===== src/rtl/dsp_mac_pkg.sv =====
// Shared types and constants for the DSP48A1 dot-product scheduler.
// OPMODE values select X=M with Z=0 (first product) or Z=P (accumulate).
package dsp_mac_pkg;

    typedef enum logic [1:0] {
        IDLE  = 2'd0,
        FEED  = 2'd1,
        DRAIN = 2'd2,
        HOLD  = 2'd3
    } state_t;

    localparam int         PIPE_LAT  = 3;
    localparam logic [7:0] OPM_FIRST = 8'h01;
    localparam logic [7:0] OPM_ACC   = 8'h09;
    localparam logic [7:0] OPM_OFF   = 8'h00;

endpackage


===== src/rtl/dsp_mac_sched_pipe.sv =====
// Two-entry valid/first delay line that shadows the slice's M and P register stages.
// Tap 0 enables the M register and tap 1 enables the P register.
module dsp_mac_sched_pipe (
    input  logic clk,
    input  logic rst_n,
    input  logic acc,
    input  logic acc_first,
    output logic ce_m,
    output logic ce_p,
    output logic tap1_first,
    output logic empty
);

    logic vld_p0;
    logic vld_p1;
    logic first_p0;
    logic first_p1;

    always_ff @(posedge clk) begin
        if (!rst_n) begin
            vld_p0   <= 1'b0;
            vld_p1   <= 1'b0;
            first_p0 <= 1'b0;
            first_p1 <= 1'b0;
        end else begin
            // p0: product being registered into M
            vld_p0   <= acc;
            first_p0 <= acc && acc_first;
            // p1: M being folded into P
            vld_p1   <= vld_p0;
            first_p1 <= first_p0;
        end
    end

    assign ce_m       = vld_p0;
    assign ce_p       = vld_p1;
    assign tap1_first = vld_p1 && first_p1;
    assign empty      = !vld_p0 && !vld_p1;

endmodule


===== src/rtl/dsp_mac_sched.sv =====
// Dot-product scheduler driving an external DSP48A1 slice (A/B -> M -> P accumulate).
// Optional: define DSP_MAC_SCHED_STALL_CNT_EN to add the 16-bit stall_cnt output.
module dsp_mac_sched
    import dsp_mac_pkg::*;
#(
    parameter int LEN_WIDTH = 8,
    parameter int AB_WIDTH  = 18
) (
    input  logic                       clk,
    input  logic                       rst_n,
    input  logic                       start,
    input  logic [LEN_WIDTH-1:0]       len,
    output logic                       busy,
    input  logic                       in_valid,
    output logic                       in_ready,
    input  logic signed [AB_WIDTH-1:0] a_in,
    input  logic signed [AB_WIDTH-1:0] b_in,
    output logic signed [AB_WIDTH-1:0] dsp_a,
    output logic signed [AB_WIDTH-1:0] dsp_b,
    output logic [7:0]                 dsp_opmode,
    output logic                       dsp_ce_ab,
    output logic                       dsp_ce_m,
    output logic                       dsp_ce_p,
    input  logic signed [47:0]         dsp_p,
    output logic                       res_valid,
    input  logic                       res_ready,
    output logic signed [47:0]         res_data,
    output logic                       done
`ifdef DSP_MAC_SCHED_STALL_CNT_EN
    ,
    output logic [15:0]                stall_cnt
`endif
);

    state_t                 state;
    logic [LEN_WIDTH-1:0]   len_q;
    logic [LEN_WIDTH-1:0]   acc_cnt;
    logic [LEN_WIDTH-1:0]   cnt_inc;
    logic signed [47:0]     res_q;
    logic                   done_q;
    logic                   start_ok;
    logic                   accept;
    logic                   tap1_first;
    logic                   pipe_empty;

    // The done cycle is spent in IDLE, so a start there must be masked explicitly.
    assign start_ok = start && (state == IDLE) && !done_q;
    assign in_ready = (state == FEED) && (acc_cnt != len_q);
    assign accept   = in_ready && in_valid;
    assign cnt_inc  = acc_cnt + LEN_WIDTH'(1);

    always_ff @(posedge clk) begin
        if (!rst_n) begin
            state   <= IDLE;
            len_q   <= '0;
            acc_cnt <= '0;
            res_q   <= '0;
            done_q  <= 1'b0;
        end else begin
            done_q <= 1'b0;
            case (state)
                IDLE: begin
                    if (start_ok) begin
                        if (len != '0) begin
                            len_q   <= len;
                            acc_cnt <= '0;
                            state   <= FEED;
                        end else begin
                            res_q <= '0;
                            state <= HOLD;
                        end
                    end
                end
                FEED: begin
                    // accept is gated by acc_cnt != len_q, so the counter stops at len
                    if (accept) begin
                        acc_cnt <= cnt_inc;
                        if (cnt_inc == len_q)
                            state <= DRAIN;
                    end
                end
                DRAIN: begin
                    if (pipe_empty) begin
                        res_q <= dsp_p;
                        state <= HOLD;
                    end
                end
                HOLD: begin
                    if (res_ready) begin
                        done_q <= 1'b1;
                        state  <= IDLE;
                    end
                end
                default: state <= IDLE;
            endcase
        end
    end

    dsp_mac_sched_pipe u_pipe (
        .clk        (clk),
        .rst_n      (rst_n),
        .acc        (accept),
        .acc_first  (acc_cnt == '0),
        .ce_m       (dsp_ce_m),
        .ce_p       (dsp_ce_p),
        .tap1_first (tap1_first),
        .empty      (pipe_empty)
    );

    assign dsp_ce_ab = accept;
    assign dsp_a     = accept ? a_in : '0;
    assign dsp_b     = accept ? b_in : '0;

    always_comb begin
        dsp_opmode = OPM_OFF;
        if (state == FEED || state == DRAIN)
            dsp_opmode = tap1_first ? OPM_FIRST : OPM_ACC;
    end

    assign busy      = (state != IDLE);
    assign res_valid = (state == HOLD);
    assign res_data  = res_q;
    assign done      = done_q;

`ifdef DSP_MAC_SCHED_STALL_CNT_EN
    function automatic logic [15:0] sat_inc16(input logic [15:0] v);
        return (v == 16'hFFFF) ? v : v + 16'd1;
    endfunction

    // Counts FEED slots that the producer left empty.
    always_ff @(posedge clk) begin
        if (!rst_n)
            stall_cnt <= '0;
        else if (start_ok)
            stall_cnt <= '0;
        else if (in_ready && !in_valid)
            stall_cnt <= sat_inc16(stall_cnt);
    end
`endif

endmodule


===== config.mk =====
export PLATFORM = sky130hd
export DESIGN_NAME = dsp_mac_sched
export DESIGN_NICKNAME = d
export VERILOG_FILES = /design/src/rtl/dsp_mac_pkg.sv /design/src/rtl/dsp_mac_sched_pipe.sv /design/src/rtl/dsp_mac_sched.sv
export SDC_FILE = /design/constraint.sdc
export NUM_CORES = 1
export LEC_CHECK = 0
export CAP_MARGIN = 5
export CORE_UTILIZATION = 30
export CTS_CLUSTER_SIZE = 14
export DETAILED_ROUTE_END_ITERATION = 10
export GPL_ROUTABILITY_DRIVEN = 0
export PLACE_DENSITY = 0.66
export SETUP_SLACK_MARGIN = 0.5
export SYNTH_ARGS = -nofsm -noshare
export SYNTH_HDL_FRONTEND = slang
export SYNTH_SLANG_ARGS = --single-unit
export TNS_END_PERCENT = 20

===== constraint.sdc =====
create_clock -name clk -period 5.55 [get_ports clk]
set_input_delay 1.11 -clock clk [delete_from_list [all_inputs] [get_ports clk]]
set_output_delay 1.11 -clock clk [all_outputs]
set_load 0.01 [all_outputs]

# ---- Word level (Yosys, flattened, before mapping)
# Index checks and enable logic that the tools add are counted.
dict set report word_totals {
  regBits 71
  elab_cells 64
}
dict set report classes {
  n_addsub 1
  n_eq_ne 12
  muxes 20
  n_reduce_logical 22
}
# op n
set op_table {}
lappend op_table {{48-bit two-way mux} 3}
lappend op_table {{48-bit case mux with 2 select lines} 1}
lappend op_table {{18-bit two-way mux} 2}
lappend op_table {{8-bit two-way mux} 3}
lappend op_table {{8-bit case mux with 2 select lines} 1}
lappend op_table {{2-bit two-way mux} 6}
lappend op_table {{2-bit != test, second input constant} 5}
lappend op_table {{8-bit by 1-bit adder with 8-bit output, second input constant} 1}
lappend op_table {{8-bit equality test} 1}
lappend op_table {{8-bit logical NOT} 1}
lappend op_table {{4-bit two-way mux} 2}
lappend op_table {{8-bit != test} 1}
lappend op_table {{2-bit case mux with 4 select lines} 1}
lappend op_table {{4-bit AND reduction} 2}
lappend op_table {{8-bit nonzero test} 1}
lappend op_table {{1-bit logical AND} 7}
lappend op_table {{2-bit nonzero test} 3}
lappend op_table {{5-bit AND reduction} 1}
lappend op_table {{2-bit equality test, second input constant} 2}
lappend op_table {{2-bit by 1-bit != test with 1-bit output, second input constant} 2}
lappend op_table {{1-bit logical NOT} 3}
lappend op_table {{3-bit AND reduction} 1}
lappend op_table {{2-bit by 1-bit equality test with 1-bit output, second input constant} 1}
lappend op_table {{2-bit logical NOT} 1}
lappend op_table {{other kinds (3)} 3}

# ---- Depth between registers and ports, before layout
dict set report depth {
  depth_word 5
  mapped_depth 9
  mapped_depth_nobuf 8
}

# ---- Hierarchy
# Synthesis repeated with hierarchy kept, for this count alone.
dict set report hier_totals {
  hier_cells 378
  hier_area_um2 3293.2
}
# module n_inst cells_each area_per_inst_um2 seq_area_each_um2
set by_module_without_submodules {}
lappend by_module_without_submodules {dsp_mac_sched 1 368 3174.3 1341.3}
lappend by_module_without_submodules {dsp_mac_sched_pipe 1 10 118.9 80.1}

# ---- Least setup slack after synthesis
# Ideal clock, no wire load.
dict set report synth_timing {
  path_kind {input port to output port}
  start {input port in_valid}
  end {output port dsp_a[10]}
  arrival_ps 2031
  t_required_ps 4440
  path_slack_ps 2409
  cell_stages 5
  path_buffers 2
  cell_sequence {nand2_1 a21oi_2 clkbuf_1 clkbuf_1 and2_1}
}
dict set report synth_via {
  elab_chain_len 2
}
# element line_no
set synth_rtl {}
lappend synth_rtl {{from (decl)} dsp_mac_sched.sv:14} ;# input logic in_valid,
lappend synth_rtl {{1-bit logical AND} dsp_mac_sched.sv:49} ;# assign accept = in_ready && in_valid;
lappend synth_rtl {{18-bit two-way mux} dsp_mac_sched.sv:111} ;# assign dsp_a = accept ? a_in : '0;
lappend synth_rtl {{to (decl)} dsp_mac_sched.sv:18} ;# output logic signed [AB_WIDTH-1:0] dsp_a,
# Every way passes these cells.

# ---- Worst setup path in the final report
dict set report layout_timing {
  start {input port in_valid}
  end {output port dsp_a[5]}
}
# The elaborated chain is that of the path after synthesis.

==> flow_metrics.env <==
export IMPL_grt_pass1_wl_um=15700
export IMPL_ys_ff_latch=71
export IMPL_worst_r2r_cell_count=7
export IMPL_antenna_left=0
export IMPL_grt_util_met1_pct=18.3
export IMPL_p_leak_uw=0.00201
export IMPL_dr_wl_cell_um=14.7
export IMPL_clock_sink_count=71
export IMPL_placement_rows=38
export IMPL_dpl_worst_slack_ns=1.20
export IMPL_synth_avg_cell_area_um2=8.98
export IMPL_crit_end="dsp_a[5]"
export IMPL_mostFrequentLayoutCell="clkdlybuf4s50_1"
export IMPL_power_share_combinational_pct=26.8
export IMPL_count_of_port_buffers_added_during_placement=189
export IMPL_postCtsSetupRepairBufs=0
export IMPL_setup_reg_to_reg_worst_slack_ns=2.66
export IMPL_yosysTopAreaCell="dfxtp_1"
export IMPL_hold_viol=0
export IMPL_area_growth_synth_to_final_pct=67.3
export IMPL_start_kind="input pin"
export IMPL_transition_time_at_the_pin_with_the_least_slew_margin_ns=1.12
export IMPL_core_mm2=0.0110
export IMPL_gr_total_overflow=0
export IMPL_p_per_area_mw_per_mm2=290
export IMPL_dpl_cell_count=685
export IMPL_final_cells=701
export IMPL_syn_instance_count=381
export IMPL_clkLatencyLatePin_ns=0.33
export IMPL_grt_total_usage_pct=17.2
export IMPL_global_route_usage_met3_pct=6.87
export IMPL_path_clk_slew_ns=0.06
export IMPL_layout_common_cells="188 x clkdlybuf4s50_1, 71 x dfxtp_1, 52 x nor2b_1"
export IMPL_drive_gt1_share_pct=5.88
export IMPL_hp_class="reg -> reg"
export IMPL_pwr_share_seq_pct=33.0
export IMPL_dp_hpwl_um=7480
export IMPL_fin_ws_ns=1.24
export IMPL_netlist_area_mm2=0.00342
export IMPL_peakVddDrop_uv=143
export IMPL_synth_yosys_seq_area_share_pct=41.5
export IMPL_hold_slack_ns=0.436
export IMPL_critPathLaunch="in_valid"
export IMPL_r2r_start="acc_cnt[3]"
export IMPL_fillerInstances=1015
export IMPL_grt_pass1_vias=3248
export IMPL_worstPathArrival_ns=3.20
export IMPL_globalRoute_busiestLayer="met2"
export IMPL_global_route_usage_met2_pct=30.2
export IMPL_post_synth_edffs=0
export IMPL_cts_hold_buffers=0
export IMPL_synth_top_cell_area_share_pct=41.5
export IMPL_clock_power_share_pct=40.2
export IMPL_die_width_um=109
export IMPL_reg2reg_to="state[0]"
export IMPL_cts_tree="done"
export IMPL_cts_resized=0
export IMPL_nNetsFinal=659
export IMPL_ys_warns=0
export IMPL_netlist_top_cells_area="dfxtp_1 42%, a22oi_1 11%, nor2b_1 9.5%, and2_1 7.3%, nand2_1 3.1%"
export IMPL_via_per_inst=4.80
export IMPL_synth_async_reset_ratio_pct=0
export IMPL_die_height_um=109
export IMPL_setup_viol=0
export IMPL_rsz0062_at_grt="false"
export IMPL_timing_setup_tns_ns=0
export IMPL_switching_power_uw=450
export IMPL_endpoint_kind="primary output"
export IMPL_total_routed_length_um=10300
export IMPL_synth_lib_cells_used_distinct=48
export IMPL_start_util_pct=31.2
export IMPL_synthFlopType="dfxtp_1"
export IMPL_maxCapViolCount=0
export IMPL_fin_crit_ns=4.31
export IMPL_htree_levels=3
export IMPL_critPathKind="in -> out"
export IMPL_outcome="complete, no violations"
export IMPL_grt_start_max_net_pins=76
export IMPL_max_freq_mhz=232
export IMPL_timing_max_slew_rel_slack_pct=25.2
export IMPL_drt_drc_violations_left=0
export IMPL_maximum_buffer_depth_of_the_clock_tree=2
export IMPL_antenna_found_initial=0
export IMPL_overall_via_count_from_detail_route=3365
export IMPL_finalClockSkew_ns=0.00521
export IMPL_ioPinCount=196
export IMPL_worstPathMaxFanout=38
export IMPL_cts_root_buffer="clkbuf_16"
export IMPL_insertedDiodeCount=0
export IMPL_timing_max_transition_violations_final=0
export IMPL_fp_dieArea_mm2=0.0118
export IMPL_final_util_pct=52.1
export IMPL_cts_buffers=9
export IMPL_required_time_at_the_worst_slack_endpoint_ns=4.44
export IMPL_intPower_uw=1210
export IMPL_switching_share_pct=27.1
export IMPL_drt_pass1_iterations=4
export IMPL_period_share_pct=77.6
export IMPL_drt_initial_drc_count=165
flip-flops by register name, indices dropped and copies added (netlist names):
register	flops
u_pipe.first_p0	1
state	2
u_pipe.ce_p	1
acc_cnt	8
u_pipe.first_p1	1
done	1
len_q	8
res_data	48
u_pipe.ce_m	1
critical path: stages:
cell	delay (ns)
clkdlybuf4s50_1	0.45
nand2_1	0.06
a21oi_2	0.79
and2_1	0.25
clkdlybuf4s50_1	0.54
cell usage after synthesis (all sizes together) (3+ instances only):
master and number:
a22oi 50, a21oi 13, clkbuf 19, and2 40
nor2b 52, xnor2 7, buf 16, dfxtp 71
nand3 6, a21boi 7, nor4 3, o21ai 10
o22ai 3, inv 8, xor2 4, ha 6
and3 4, mux2i 5, nand2 28
worst min path at each step:
stage                                from              end  slack [ns]  cells after the start
after global routing      u_pipe.first_p0  u_pipe.first_p1        0.46                      1
after detailed placement  u_pipe.first_p0  u_pipe.first_p1        0.43                      1
after CTS                 u_pipe.first_p0  u_pipe.first_p1        0.44                      1
final                     u_pipe.first_p0  u_pipe.first_p1        0.44                      1
after global placement    u_pipe.first_p0  u_pipe.first_p1        0.43                      1
after floorplan           u_pipe.first_p0  u_pipe.first_p1        0.41                      1
stage by stage:
stage,total power (uW),instance area [um2]
after floorplan,783,3440
after global placement,994,5380
after detailed placement,1000,5380
after CTS,1670,5720
after global routing,1740,5720
final,1660,5720
kinds of logic (layout without fill, tap and decap cells):
family | count (synthesis) | after routing | synth area share [%]
compound gates | 90 | 90 | 18.6
xor+xnor | 11 | 11 | 3.04
fa+ha+maj | 6 | 6 | 2.19
buf+inv | 43 | 218 | 6.11
flops | 71 | 71 | 41.5
mux | 6 | 6 | 1.79
other cells | 1 | 6 | 0.110
simple gates | 153 | 153 | 26.7
cell type report:
type	count	area, um2	share of cell area, %
Inverter	8	30.0	0.525
Clock buffer	9	225	3.93
Clock inverter	7	120	2.10
Tap cell	140	175	3.06
Timing Repair Buffer	194	1940	33.8
Sequential cell	71	1420	24.8
Multi-Input combinational cell	272	1820	31.7
power groups by stage:
stage	sequential, uW	clock [uW]	combinational [uW]
global route	549	705	481
detailed placement	558	0	444
floorplan	556	0	227
finish	546	667	444
CTS	547	679	447
global placement	556	0	437
metal layers:
metal	vias up	wire length, um
met2	159	4900
met5	-	0
met4	0	144
met1	1537	4040
met3	13	1200
li1	1656	-
No activity file was read; power rests on OpenSTA's default activity.
